File: src/rtl/traffic_intersection.sv
// traffic_intersection: two-road intersection controller. The main road rests
// in green. The side road is served on demand only, from the car sensor or the
// pedestrian button. Every phase change goes through yellow and then an
// all-red clearance interval.
//
// Ports:
//   clk          rising-edge clock
//   rst_n        asynchronous active-low reset
//   side_req     side-road car sensor (level)
//   ped_req      pedestrian button (a 1-cycle pulse is enough)
//   main_light   main road light: red 2'b00, yellow 2'b10, green 2'b11
//   side_light   side road light, same encoding
//   walk         pedestrian walk, high exactly while side_light is green
//   req_pending  latched service request
//   phase        current phase code (0..5)
module traffic_intersection #(
  parameter int MAIN_MIN_GREEN = 10,
  parameter int SIDE_GREEN     = 7,
  parameter int YELLOW         = 4,
  parameter int ALL_RED        = 2,
  parameter int TW             = 8
) (
  input  logic       clk,
  input  logic       rst_n,
  input  logic       side_req,
  input  logic       ped_req,
  output logic [1:0] main_light,
  output logic [1:0] side_light,
  output logic       walk,
  output logic       req_pending,
  output logic [2:0] phase
);

  typedef enum logic [2:0] {
    MAIN_G = 3'd0,
    MAIN_Y = 3'd1,
    RED_A  = 3'd2,
    SIDE_G = 3'd3,
    SIDE_Y = 3'd4,
    RED_B  = 3'd5
  } phase_t;

  localparam logic [1:0] RED = 2'b00, YEL = 2'b10, GRN = 2'b11;

  localparam logic [TW-1:0] T_MG = TW'(MAIN_MIN_GREEN - 1);
  localparam logic [TW-1:0] T_SG = TW'(SIDE_GREEN - 1);
  localparam logic [TW-1:0] T_Y  = TW'(YELLOW - 1);
  localparam logic [TW-1:0] T_AR = TW'(ALL_RED - 1);

  phase_t        st, nxt;
  logic [TW-1:0] timer;
  logic          req;

  assign req   = side_req | ped_req;
  assign phase = st;

  // Next phase. Fixed phases leave on the edge where timer == D-1; main green
  // additionally needs a pending request. Codes 6/7 recover through RED_B.
  always_comb begin
    nxt = st;
    case (st)
      MAIN_G: if (timer == T_MG && req_pending) nxt = MAIN_Y;
      MAIN_Y: if (timer == T_Y)  nxt = RED_A;
      RED_A:  if (timer == T_AR) nxt = SIDE_G;
      SIDE_G: if (timer == T_SG) nxt = SIDE_Y;
      SIDE_Y: if (timer == T_Y)  nxt = RED_B;
      RED_B:  if (timer == T_AR) nxt = MAIN_G;
      default: nxt = RED_B;
    endcase
  end

  function automatic logic [1:0] main_of(input phase_t p);
    case (p)
      MAIN_G:  main_of = GRN;
      MAIN_Y:  main_of = YEL;
      default: main_of = RED;
    endcase
  endfunction

  function automatic logic [1:0] side_of(input phase_t p);
    case (p)
      SIDE_G:  side_of = GRN;
      SIDE_Y:  side_of = YEL;
      default: side_of = RED;
    endcase
  endfunction

  // Lights are registered from the next phase so they change on the same
  // edge as the phase register and never depend combinationally on inputs.
  always_ff @(posedge clk or negedge rst_n) begin
    if (!rst_n) begin
      st          <= MAIN_G;
      timer       <= '0;
      req_pending <= 1'b0;
      main_light  <= GRN;
      side_light  <= RED;
      walk        <= 1'b0;
    end else begin
      st         <= nxt;
      main_light <= main_of(nxt);
      side_light <= side_of(nxt);
      walk       <= (nxt == SIDE_G);

      // Main green saturates at MAIN_MIN_GREEN-1 so a long idle never wraps.
      if (nxt != st)
        timer <= '0;
      else if (st == MAIN_G && timer == T_MG)
        timer <= timer;
      else
        timer <= timer + 1'b1;

      // Clear on SIDE_G entry wins over a simultaneous set; requests seen
      // during SIDE_G are already being served and are dropped.
      if (nxt == SIDE_G && st != SIDE_G)
        req_pending <= 1'b0;
      else if (req && st != SIDE_G)
        req_pending <= 1'b1;
    end
  end

endmodule
File: config.mk
export PLATFORM = sky130hd
export DESIGN_NAME = traffic_intersection
export DESIGN_NICKNAME = d
export VERILOG_FILES = /design/src/rtl/traffic_intersection.sv
export SDC_FILE = /design/constraint.sdc
export NUM_CORES = 1
export LEC_CHECK = 0
export BUFFER_PORTS_ARGS = -buffer_cell sky130_fd_sc_hd__buf_2
export CORE_MARGIN = 2
export CORE_UTILIZATION = 49
export DETAILED_ROUTE_END_ITERATION = 8
export MAX_ROUTING_LAYER = met4
export PLACE_DENSITY = 0.72
export SLEW_MARGIN = 20
export SYNTH_ARGS = -nofsm -noshare
export SYNTH_HDL_FRONTEND = slang
export SYNTH_SLANG_ARGS = --single-unit
File: constraint.sdc
create_clock -name clk -period 2 [get_ports clk]
set_clock_uncertainty 0.05 [all_clocks]
set_input_delay 0.2 -clock clk [delete_from_list [all_inputs] [get_ports clk]]
set_output_delay 0.2 -clock clk [all_outputs]
set_load 0.01 [all_outputs]
* Word level (Yosys, flattened, before mapping) *
Cells that the tools add are included.

word-level totals
  register bits after elaboration = 17
  word-level logic and storage cells = 43

operators by class
  add/subtract/negate cells = 1
  equal/unequal tests = 15
  multiplexer cells = 13
  bitwise logic cells = 1
  reductions and logical operators = 7

operator list
  operator               count
  $mux W3                6
  $pmux W3 S6            1
  $mux W8                2
  $eq A3 B2 Y1 const B   3
  $eq A3 B3 Y1 const B   3
  $add A8 B1 Y8 const B  1
  $eq A8 B1 Y1 const B   1
  $eq A8 B2 Y1 const B   1
  $eq A8 B3 Y1 const B   1
  $eq A8 B4 Y1 const B   1
  $pmux W2 S2            2
  $eq A3 B1 Y1 const B   2
  $logic_not A3 Y1       2
  $logic_and A1 B1 Y1    4
  $ne A3 B2 Y1 const B   1
  $ne A3 B3 Y1           1
  $mux W1                2
  $ne A2 B2 Y1 const B   1
  $reduce_bool A2 Y1     1
  $or A1 B1 Y1           1

* Depth between registers and ports, before layout *
Gate-level depths: netlist of run 1.

  depth after elaboration = 7
  depth in mapped cells = 8
  depth with buffers taken out = 8

* Least setup slack after synthesis of run 1 *
OpenSTA, ideal clock, no wires.

  path type = register to register
  from = register timer[4]
  to = register timer[1]
  setup time = 0.087 ns
  arrival = 1.863 ns
  required time = 1.863 ns
  slack = 0.000 ns
  cell stages (with the launch flop) = 8
  period minus slack after synthesis = 2.000 ns
  cell sequence = dfrtp_1 -> nor4_4 -> and2_1 -> buf_6 -> a31oi_4 -> a31o_4 -> a211o_4 -> a211oi_2

on the way
  longest elaborated chain between the ends = 6

RTL lines
  element                                                   line  RTL
  start: declaration                                        51    logic [TW-1:0] timer;
  start signal: assignment                                  108   timer <= timer;
  start signal: assignment                                  110   timer <= timer + 1'b1;
  $eq A8 B4 Y1                                              62    MAIN_G: if (timer == T_MG && req_pending) nxt = MAIN_Y;
  $logic_and A1 B1 Y1                                       62
  $mux W3                                                   62
  $pmux W3 S6 *                                             61    case (st)
  named net nxt[0]                                          50    phase_t st, nxt;
  $ne A3 B3 Y1 *                                            105   if (nxt != st)
  $ne A2 B2 Y1 (no source line) or $mux W8 (tied branches)  --

The timed path passes the listed nets; every way through them passes the cells marked *.
A chain may end at the register's enable or synchronous reset.

* Worst setup path after layout of run 1 *
  from = register timer[1]
  to = register timer[2]

Same word-level chain as after synthesis.

==> tab_implementation.tex, run 1 <==
\begin{tabular}{lr}
\hline
Metric & Value \\
\hline
\multicolumn{2}{l}{\textbf{Outcome}} \\
Outcome & finished, final reports clean \\
\multicolumn{2}{l}{\textbf{Min path}} \\
Kind of path behind the tightest hold check & in2reg \\
\multicolumn{2}{l}{\textbf{Pwr}} \\
Combinational fraction of design power & 56.4\% \\
Net Sw Power & 675 uW \\
Power density relative to cell area & 1360 mW/mm\^{}2 \\
Cell internal pwr & 1000 uW \\
Worst supply voltage drop on vdd & 0.000828 V \\
Static Leak & 0.000597 uW \\
Share of power burned in registers & 32.4\% \\
Fraction of power spent switching nets & 40.2\% \\
Clock share of power & 11.1\% \\
\multicolumn{2}{l}{\textbf{Synthesis}} \\
Combinational family with the most area after synthesis & compound AO/OA/AOI/OAI gates \\
Most used DFF post-synth & sky130\_fd\_sc\_hd\_\_dfrtp\_1 \\
Count of state elements after synthesis & 17 \\
Sequential-to-total area share from yosys stat & 44.6\% \\
Post-synth ARST share & 100\% \\
EDFF count, synth & 0 \\
Net Count, Synth & 100 \\
Fraction of the mapped netlist area in compound gates & 21.3\% \\
Share of Yosys cell area claimed by the top area cell type & 39.1\% \\
Synthesized area divided by synthesized cell count & 10.3 sq um \\
Simple-gate share of the synthesized area & 20.9\% \\
Cell type contributing the most total cell area after synthesis & sky130\_fd\_sc\_hd\_\_dfrtp\_1 \\
Mux contribution to synthesized area & 0\% \\
Combined area of all synthesized cells & 960 sq um \\
Xor-xnor portion of the synthesized cell area & 4.56\% \\
Yosys cell types & 37 \\
Share of synthesized cell area in full adder, half adder and majority cells & 3.91\% \\
Cells after synthesis & 93 \\
Synth area leaders & sky130\_fd\_sc\_hd\_\_dfrtp\_1, sky130\_fd\_sc\_hd\_\_dfstp\_2, sky130\_fd\_sc\_hd\_\_a211oi\_2 \\
Yosys warning count & 0 \\
\multicolumn{2}{l}{\textbf{Worst setup path}} \\
Worst setup SP type & flip-flop \\
Crit. End Element & flip-flop \\
Crit path largest cell delay & 420 ps \\
Worst setup path class & reg2reg \\
Library cell contributing the largest single delay on the critical path & sky130\_fd\_sc\_hd\_\_dfrtp\_1 \\
Highest fanout seen on the critical path & 6 \\
Endpoint required time on the critical path & 2160 ps \\
Crit path buffers/inverters & 0 \\
Cell class contributing the biggest share of worst-path delay & compound AO/OA/AOI/OAI gates \\
Critical path, cell by cell & ha\_2 -> nor2b\_4 -> a31oi\_2 -> a41oi\_2 -> o22a\_1 -> a211o\_4 -> a211oi\_2 \\
Worst EP arrival & 2110 ps \\
\multicolumn{2}{l}{\textbf{Cells and area}} \\
Post-route cell area & 0.00123 sq mm \\
Area overhead of the layout relative to synthesis & 28.7\% \\
Diodes inserted & 0 \\
Share of post-route cells with drive strength above 1 & 41.5\% \\
Net count, final & 131 \\
\multicolumn{2}{l}{\textbf{Drt}} \\
First-pass iteration count of the detailed router & 4 \\
Wire length reported by the detailed router & 1950 um \\
Routed length per placed instance & 13.0 um \\
Post-DRT Antenna Nets & 0 \\
Number of violations reported at the end of detailed-routing iteration 0 & 13 \\
Total number of vias & 788 \\
Number of DRC violations after detailed routing & 0 \\
Mean number of vias per cell & 5.25 \\
\multicolumn{2}{l}{\textbf{CTS}} \\
Clock latency on the worst-skew pair & 290 ps \\
CTS tree & yes \\
CTS H-tree lvls & 1 \\
Sinks on Clock Net & 17 \\
Clock buffer count from CTS & 3 \\
Root buffer selected by CTS & sky130\_fd\_sc\_hd\_\_clkbuf\_4 \\
Clk buf depth & 2 \\
Worst-path clk slew & 100 ps \\
\multicolumn{2}{l}{\textbf{STA}} \\
Worst-case headroom to the max-slew limit & 75.1\% \\
Share of the clock period used by the worst path after layout & 97.6\% \\
Transition time of the tightest slew-check pin & 373 ps \\
Highest clock rate & 512 MHz \\
Number of hold violations in the final report & 0 \\
Count of final max-slew check failures & 0 \\
Final-layout setup total negative slack & 0 ps \\
Setup repair after global routing missed its margin & yes \\
Setup ws final & 48.2 ps \\
Min Clock Period, post-route & 1950 ps \\
Final setup vio count & 0 \\
\multicolumn{2}{l}{\textbf{Floorplanning}} \\
Chip Height & 48.3 um \\
Floorplan row count & 16 \\
Starting utilization of the core area & 50.5\% \\
Core footprint & 0.00190 sq mm \\
\# IOs & 13 \\
Die Wd & 48.3 um \\
Die area & 0.00233 sq mm \\
\multicolumn{2}{l}{\textbf{Global route}} \\
Initial antenna violation count & 0 \\
Wire length of the first global-routing pass & 3130 um \\
Vias in the first global route & 730 \\
Grt total ovfl & 0 \\
Maximum number of pins on one net before global-route repair & 18 \\
Global routing usage summed across all routing layers & 20.0\% \\
\multicolumn{2}{l}{\textbf{Placed design}} \\
Number of buffers added on ports & 12 \\
Pre-CTS WS & -9.18 ps \\
GP Congestion & 0.799 \\
Post-place instance area & 0.00113 sq mm \\
Post-DP HPWL & 1390 um \\
\multicolumn{2}{l}{\textbf{Run}} \\
Number of max-cap violations & 0 \\
\hline
\end{tabular}
-- synth_stat cells, types with 2 or more instances --
cell / n
sky130_fd_sc_hd__a211oi_2: 3
sky130_fd_sc_hd__dfstp_2: 2
sky130_fd_sc_hd__and3_1: 3
sky130_fd_sc_hd__nand2_1: 4
sky130_fd_sc_hd__ha_1: 3
sky130_fd_sc_hd__dfrtp_1: 15
sky130_fd_sc_hd__nor2b_1: 5
sky130_fd_sc_hd__nor3_1: 2
sky130_fd_sc_hd__and2_1: 2
sky130_fd_sc_hd__clkbuf_1: 2
sky130_fd_sc_hd__nand3_1: 4
sky130_fd_sc_hd__a31oi_1: 2
sky130_fd_sc_hd__nor2_1: 9
sky130_fd_sc_hd__a21oi_1: 5
sky130_fd_sc_hd__inv_1: 6
sky130_fd_sc_hd__xnor2_1: 3
sky130_fd_sc_hd__nor4_1: 2
sky130_fd_sc_hd__xor2_1: 2
-- metrics by stage --
step	power, uW	hold slack (ps)	cells	utilization, %
6_report	1680	247	150	64.9
4_1_cts	1600	249	147	61.8
5_1_grt	1810	264	150	64.9
3_5_place_dp	1390	92.9	142	59.7
3_3_place_gp	1380	86.9	142	59.7
2_1_floorplan	1110	-146	93	-
-- kinds of logic (layout without fill, tap and decap cells) --
| group | count (synthesis) | in the layout |
|---|---|---|
| simple gates | 36 | 36 |
| compound gates | 22 | 22 |
| fa+ha+maj | 3 | 3 |
| flops | 17 | 17 |
| xor+xnor | 5 | 5 |
| buf+inv | 10 | 40 |
-- placed cells by master, fill, tap and decap left out, types with 2 or more instances in the layout --
cell                       count
sky130_fd_sc_hd__nor2_1        9
sky130_fd_sc_hd__a211oi_2      3
sky130_fd_sc_hd__nor3_1        2
sky130_fd_sc_hd__nand3_1       4
sky130_fd_sc_hd__ha_2          2
sky130_fd_sc_hd__inv_1         6
sky130_fd_sc_hd__buf_4        17
sky130_fd_sc_hd__xnor2_1       3
sky130_fd_sc_hd__nor2b_1       3
sky130_fd_sc_hd__xor2_1        2
sky130_fd_sc_hd__a21oi_1       5
sky130_fd_sc_hd__nor2b_4       2
sky130_fd_sc_hd__nor4_1        2
sky130_fd_sc_hd__nand2_1       4
sky130_fd_sc_hd__clkbuf_4      3
sky130_fd_sc_hd__dfstp_2       2
sky130_fd_sc_hd__and3_1        2
sky130_fd_sc_hd__buf_2        12
sky130_fd_sc_hd__dfrtp_1      15
-- final timing paths --
kind | start | endpoint | slack, ps | cells after the start
worst max register to register | timer[1]$_DFFE_PN0P_ | timer[2]$_DFFE_PN0P_ | 50 | 7
worst min-delay path | side_req | req_pending$_DFFE_PN0P_ | 250 | 4
min in group asynchronous | rst_n | req_pending$_DFFE_PN0P_ | 290 | 2
worst max-delay path | timer[1]$_DFFE_PN0P_ | timer[2]$_DFFE_PN0P_ | 50 | 7
max in group asynchronous | rst_n | main_light[1]$_DFF_PN1_ | 1290 | 2
worst min register to register | phase[2]$_DFF_PN0_ | phase[1]$_DFF_PN0_ | 550 | 2
-- metal layers --
layer / routed length [um] / GRT usage (%) / share of wire [%]
met5: 0 / - / 0
met4: 0 / 5.95 / 0
met3: 67 / 4.81 / 3.4
met2: 974 / 30.5 / 50
met1: 912 / 26.2 / 47
-- final cells by class --
cell class	instances	area, sq um
Sequential cell	17	428
Tap cell	27	33.8
Fill cell	158	667
Timing Repair Buffer	30	198
Inverter	6	22.5
Clock buffer	4	26.3
Multi-Input combinational cell	66	527
-- worst min-delay path, delay by kind of cell --
kind	cells	cell delay (ps)
compound gates	2	190
simple gates	1	80
buf+inv	1	70
-- flip-flops by register name, summed over array words and instances (netlist names) --
signal,cells
main_light,2
side_light,2
phase,3
timer,8
walk,1
req_pending,1
-- repair_timing --
item	CTS	global route
hold buffers	1	0
setup buffers	0	3
setup endpoints to repair	3	5
endpoints found under the hold margin	15	0
gates resized for setup	2	9
pin swaps	0	12
-- power by group through the flow --
stage / Combinational, uW / Clock [uW] / Sequential, uW
3_3_place_gp: 845 / 0 / 535
4_1_cts: 871 / 193 / 532
3_5_place_dp: 858 / 0 / 536
5_1_grt: 1050 / 207 / 557
6_report: 946 / 187 / 544
2_1_floorplan: 542 / 0 / 568
(Power assumes the default switching activity.)
==> inputs of run 2 (changes only) <==
==> constraint.sdc (replaced) <==
create_clock -name clk -period 2 [get_ports clk]
set_clock_uncertainty 0.05 [all_clocks]
set_input_delay 0.2 -clock clk [delete_from_list [all_inputs] [get_ports clk]]
set_output_delay 0.2 -clock clk [all_outputs]
set_load 0.05 [all_outputs]
==> run 2 against run 1 <==
  * Routed wire length grew 0.56%
  * First-iteration DRC count decreased by 54%
  * Register-to-register slack got worse by 30 ps
  * Critical path depth shrank 1
  * Hold slack gained 3.5 ps
  * Global-route usage up 0.69 points
  * Clock power rose by 4%
  * Setup slack got worse by 26 ps
  * Non-clock buffer count shrank 2
  * Critical endpoint is now timer[1]$_DFFE_PN0P_
  * Largest power group unchanged
  * Highest routed layer is now met4
==> tab_implementation.tex, run 2 (synthesis gave the netlist of run 1 again) <==
\begin{tabular}{lr}
\hline
Metric & Value \\
\hline
\multicolumn{2}{l}{\textbf{Global route}} \\
Grt total ovfl & 0 (unchanged) \\
Vias in the first global route & 721 (was 730) \\
Global routing usage summed across all routing layers & 20.7\% (was 20.0\%) \\
Initial antenna violation count & 0 (unchanged) \\
Wire length of the first global-routing pass & 3130 um (unchanged) \\
Maximum number of pins on one net before global-route repair & 18 (unchanged) \\
\multicolumn{2}{l}{\textbf{STA}} \\
Share of the clock period used by the worst path after layout & 98.9\% (was 97.6\%) \\
Hold\_ws & 251 ps (was 247 ps) \\
Min Clock Period, post-route & 1980 ps (was 1950 ps) \\
Count of final max-slew check failures & 0 (unchanged) \\
Final setup vio count & 0 (unchanged) \\
Worst-case headroom to the max-slew limit & 75.3\% (was 75.1\%) \\
Transition time of the tightest slew-check pin & 371 ps (was 373 ps) \\
Highest clock rate & 506 MHz (was 512 MHz) \\
Setup repair after global routing missed its margin & yes (unchanged) \\
Number of hold violations in the final report & 0 (unchanged) \\
Setup ws final & 22.4 ps (was 48.2 ps) \\
\multicolumn{2}{l}{\textbf{Floorplanning}} \\
\# IOs & 13 (unchanged) \\
Starting utilization of the core area & 50.5\% (unchanged) \\
Core footprint & 0.00190 sq mm (unchanged) \\
Chip Height & 48.3 um (unchanged) \\
Die Wd & 48.3 um (unchanged) \\
Die area & 0.00233 sq mm (unchanged) \\
Floorplan row count & 16 (unchanged) \\
\multicolumn{2}{l}{\textbf{Drt}} \\
Mean number of vias per cell & 5.33 (was 5.25) \\
Total number of vias & 789 (was 788) \\
Routed length per placed instance & 13.3 um (was 13.0 um) \\
First-pass iteration count of the detailed router & 4 (unchanged) \\
Number of violations reported at the end of detailed-routing iteration 0 & 6 (was 13) \\
Wire length reported by the detailed router & 1970 um (was 1950 um) \\
Number of DRC violations after detailed routing & 0 (unchanged) \\
Post-DRT Antenna Nets & 0 (unchanged) \\
\multicolumn{2}{l}{\textbf{Cells and area}} \\
Most common library cell in the layout ignoring fill and taps & sky130\_fd\_sc\_hd\_\_buf\_4 (unchanged) \\
Number of filler instances in the final layout & 165 (was 158) \\
Area overhead of the layout relative to synthesis & 28.0\% (was 28.7\%) \\
Flip-flop count of the largest register, all copies and words added & 8 (unchanged) \\
Area occupied by multi-input gates & 531 sq um (was 527 sq um) \\
Net count, final & 129 (was 131) \\
Share of post-route cells with drive strength above 1 & 44.6\% (was 41.5\%) \\
Final Instance Count excl. Fillers & 148 (was 150) \\
Diodes inserted & 0 (unchanged) \\
Post-route cell area & 0.00123 sq mm (about the same) \\
Utilization after layout & 64.6\% (was 64.9\%) \\
Reg area & 432 sq um (was 428 sq um) \\
Reg with most FFs & timer (unchanged) \\
Commonest non-fill, non-tap cells in the layout & sky130\_fd\_sc\_hd\_\_buf\_4, sky130\_fd\_sc\_hd\_\_buf\_2, sky130\_fd\_sc\_hd\_\_dfrtp\_1 (was sky130\_fd\_sc\_hd\_\_buf\_4, sky130\_fd\_sc\_hd\_\_dfrtp\_1, sky130\_fd\_sc\_hd\_\_buf\_2) \\
\multicolumn{2}{l}{\textbf{Worst setup path}} \\
Library cell contributing the largest single delay on the critical path & sky130\_fd\_sc\_hd\_\_dfrtp\_1 (unchanged) \\
Critical path, cell by cell & nor4\_4 -> and2\_4 -> a31oi\_4 -> a31o\_4 -> a211o\_4 -> a211oi\_2 (was ha\_2 -> nor2b\_4 -> a31oi\_2 -> a41oi\_2 -> o22a\_1 -> a211o\_4 -> a211oi\_2) \\
Endpoint required time on the critical path & 2180 ps (was 2160 ps) \\
Crit path largest cell delay & 430 ps (was 420 ps) \\
Highest fanout seen on the critical path & 6 (unchanged) \\
Crit. End Element & flip-flop (unchanged) \\
Worst EP arrival & 2150 ps (was 2110 ps) \\
Worst setup SP type & flip-flop (unchanged) \\
Worst setup path class & reg2reg (unchanged) \\
\multicolumn{2}{l}{\textbf{Pwr}} \\
Worst supply voltage drop on vdd & 0.000936 V (was 0.000828 V) \\
Power density relative to cell area & 1520 mW/mm\^{}2 (was 1360 mW/mm\^{}2) \\
Static Leak & 0.000590 uW (was 0.000597 uW) \\
\multicolumn{2}{l}{\textbf{CTS}} \\
CTS H-tree lvls & 1 (unchanged) \\
Clk buf depth & 2 (unchanged) \\
CTS tree & yes (unchanged) \\
Worst-path clk slew & 110 ps (was 100 ps) \\
Clock latency on the worst-skew pair & 300 ps (was 290 ps) \\
Sinks on Clock Net & 17 (unchanged) \\
Clock buffer count from CTS & 3 (unchanged) \\
Root buffer selected by CTS & sky130\_fd\_sc\_hd\_\_clkbuf\_4 (unchanged) \\
\multicolumn{2}{l}{\textbf{Min path}} \\
Kind of path behind the tightest hold check & in2reg (unchanged) \\
\multicolumn{2}{l}{\textbf{Outcome}} \\
Outcome & finished, final reports clean (unchanged) \\
\multicolumn{2}{l}{\textbf{Placed design}} \\
Post-DP HPWL & 1470 um (was 1390 um) \\
Pre-CTS WS & -35.4 ps (was -9.18 ps) \\
Number of buffers added on ports & 12 (unchanged) \\
GP Congestion & 0.795 (was 0.799) \\
Number of placed instances with taps included & 141 (was 142) \\
Post-place instance area & 0.00113 sq mm (about the same) \\
\multicolumn{2}{l}{\textbf{Run}} \\
Number of max-cap violations & 0 (unchanged) \\
\hline
\end{tabular}
==> run 2: routing by layer <==
layer	track usage [%]	routed length, um	vias up
met1	25.3	862	378
met3	4.07	65	5
met4	9.19	47	0
li1	-	-	386
met2	32.9	990	20
met5	-	0	-
==> run 2: path summary, 6_finish.rpt <==
kind                                       from                 endpoint  slack, ps  cells after the start
setup / recovery           timer[4]$_DFFE_PN0P_     timer[1]$_DFFE_PN0P_         20                      6
hold / removal                         side_req  req_pending$_DFFE_PN0P_        250                      4
setup reg to reg           timer[4]$_DFFE_PN0P_     timer[1]$_DFFE_PN0P_         20                      6
hold reg to reg              phase[2]$_DFF_PN0_       phase[1]$_DFF_PN0_        540                      1
max in group asynchronous                 rst_n  main_light[1]$_DFF_PN1_       1320                      2
min in group asynchronous                 rst_n           walk$_DFF_PN0_        280                      2
==> run 2: stage by stage <==
stage | setup TNS (ps) | power (uW)
global placement | 0 | 1570
floorplan | 0 | 1310
detailed placement | -95.8 | 1590
global route | -258 | 2020
CTS | 0 | 1820
finish | 0 | 1870
==> run 2: repair_timing <==
item | 4_1_cts | 5_1_grt
resized for setup | 5 | 5
hold buffers | 1 | 0
hold endpoints to repair | 15 | 0
setup endpoints to repair | 4 | 6
pin swaps | 0 | 2
buffers inserted | 0 | 2
==> run 2: layout make-up <==
cell class / instances / share of cell area [%]
Multi-Input combinational cell: 66 / 43.2
Clock inverter: 1 / 0.407
Inverter: 6 / 1.83
Sequential cell: 17 / 35.1
Tap cell: 27 / 2.75
Clock buffer: 3 / 1.83
Timing Repair Buffer: 28 / 14.9
==> run 2: worst max-delay path: cells and delay by family, from the launching register on <==
kind / cells / cell delay, ps
compound gates: 4 / 900
simple gates: 2 / 520
flops: 1 / 430
==> run 2: power by group <==
part	switching, uW	internal, uW	leakage (uW)	total [uW]
logic	659	455	0.000360	1110
clock network	120	74.7	0.0000177	195
registers	101	461	0.000212	563
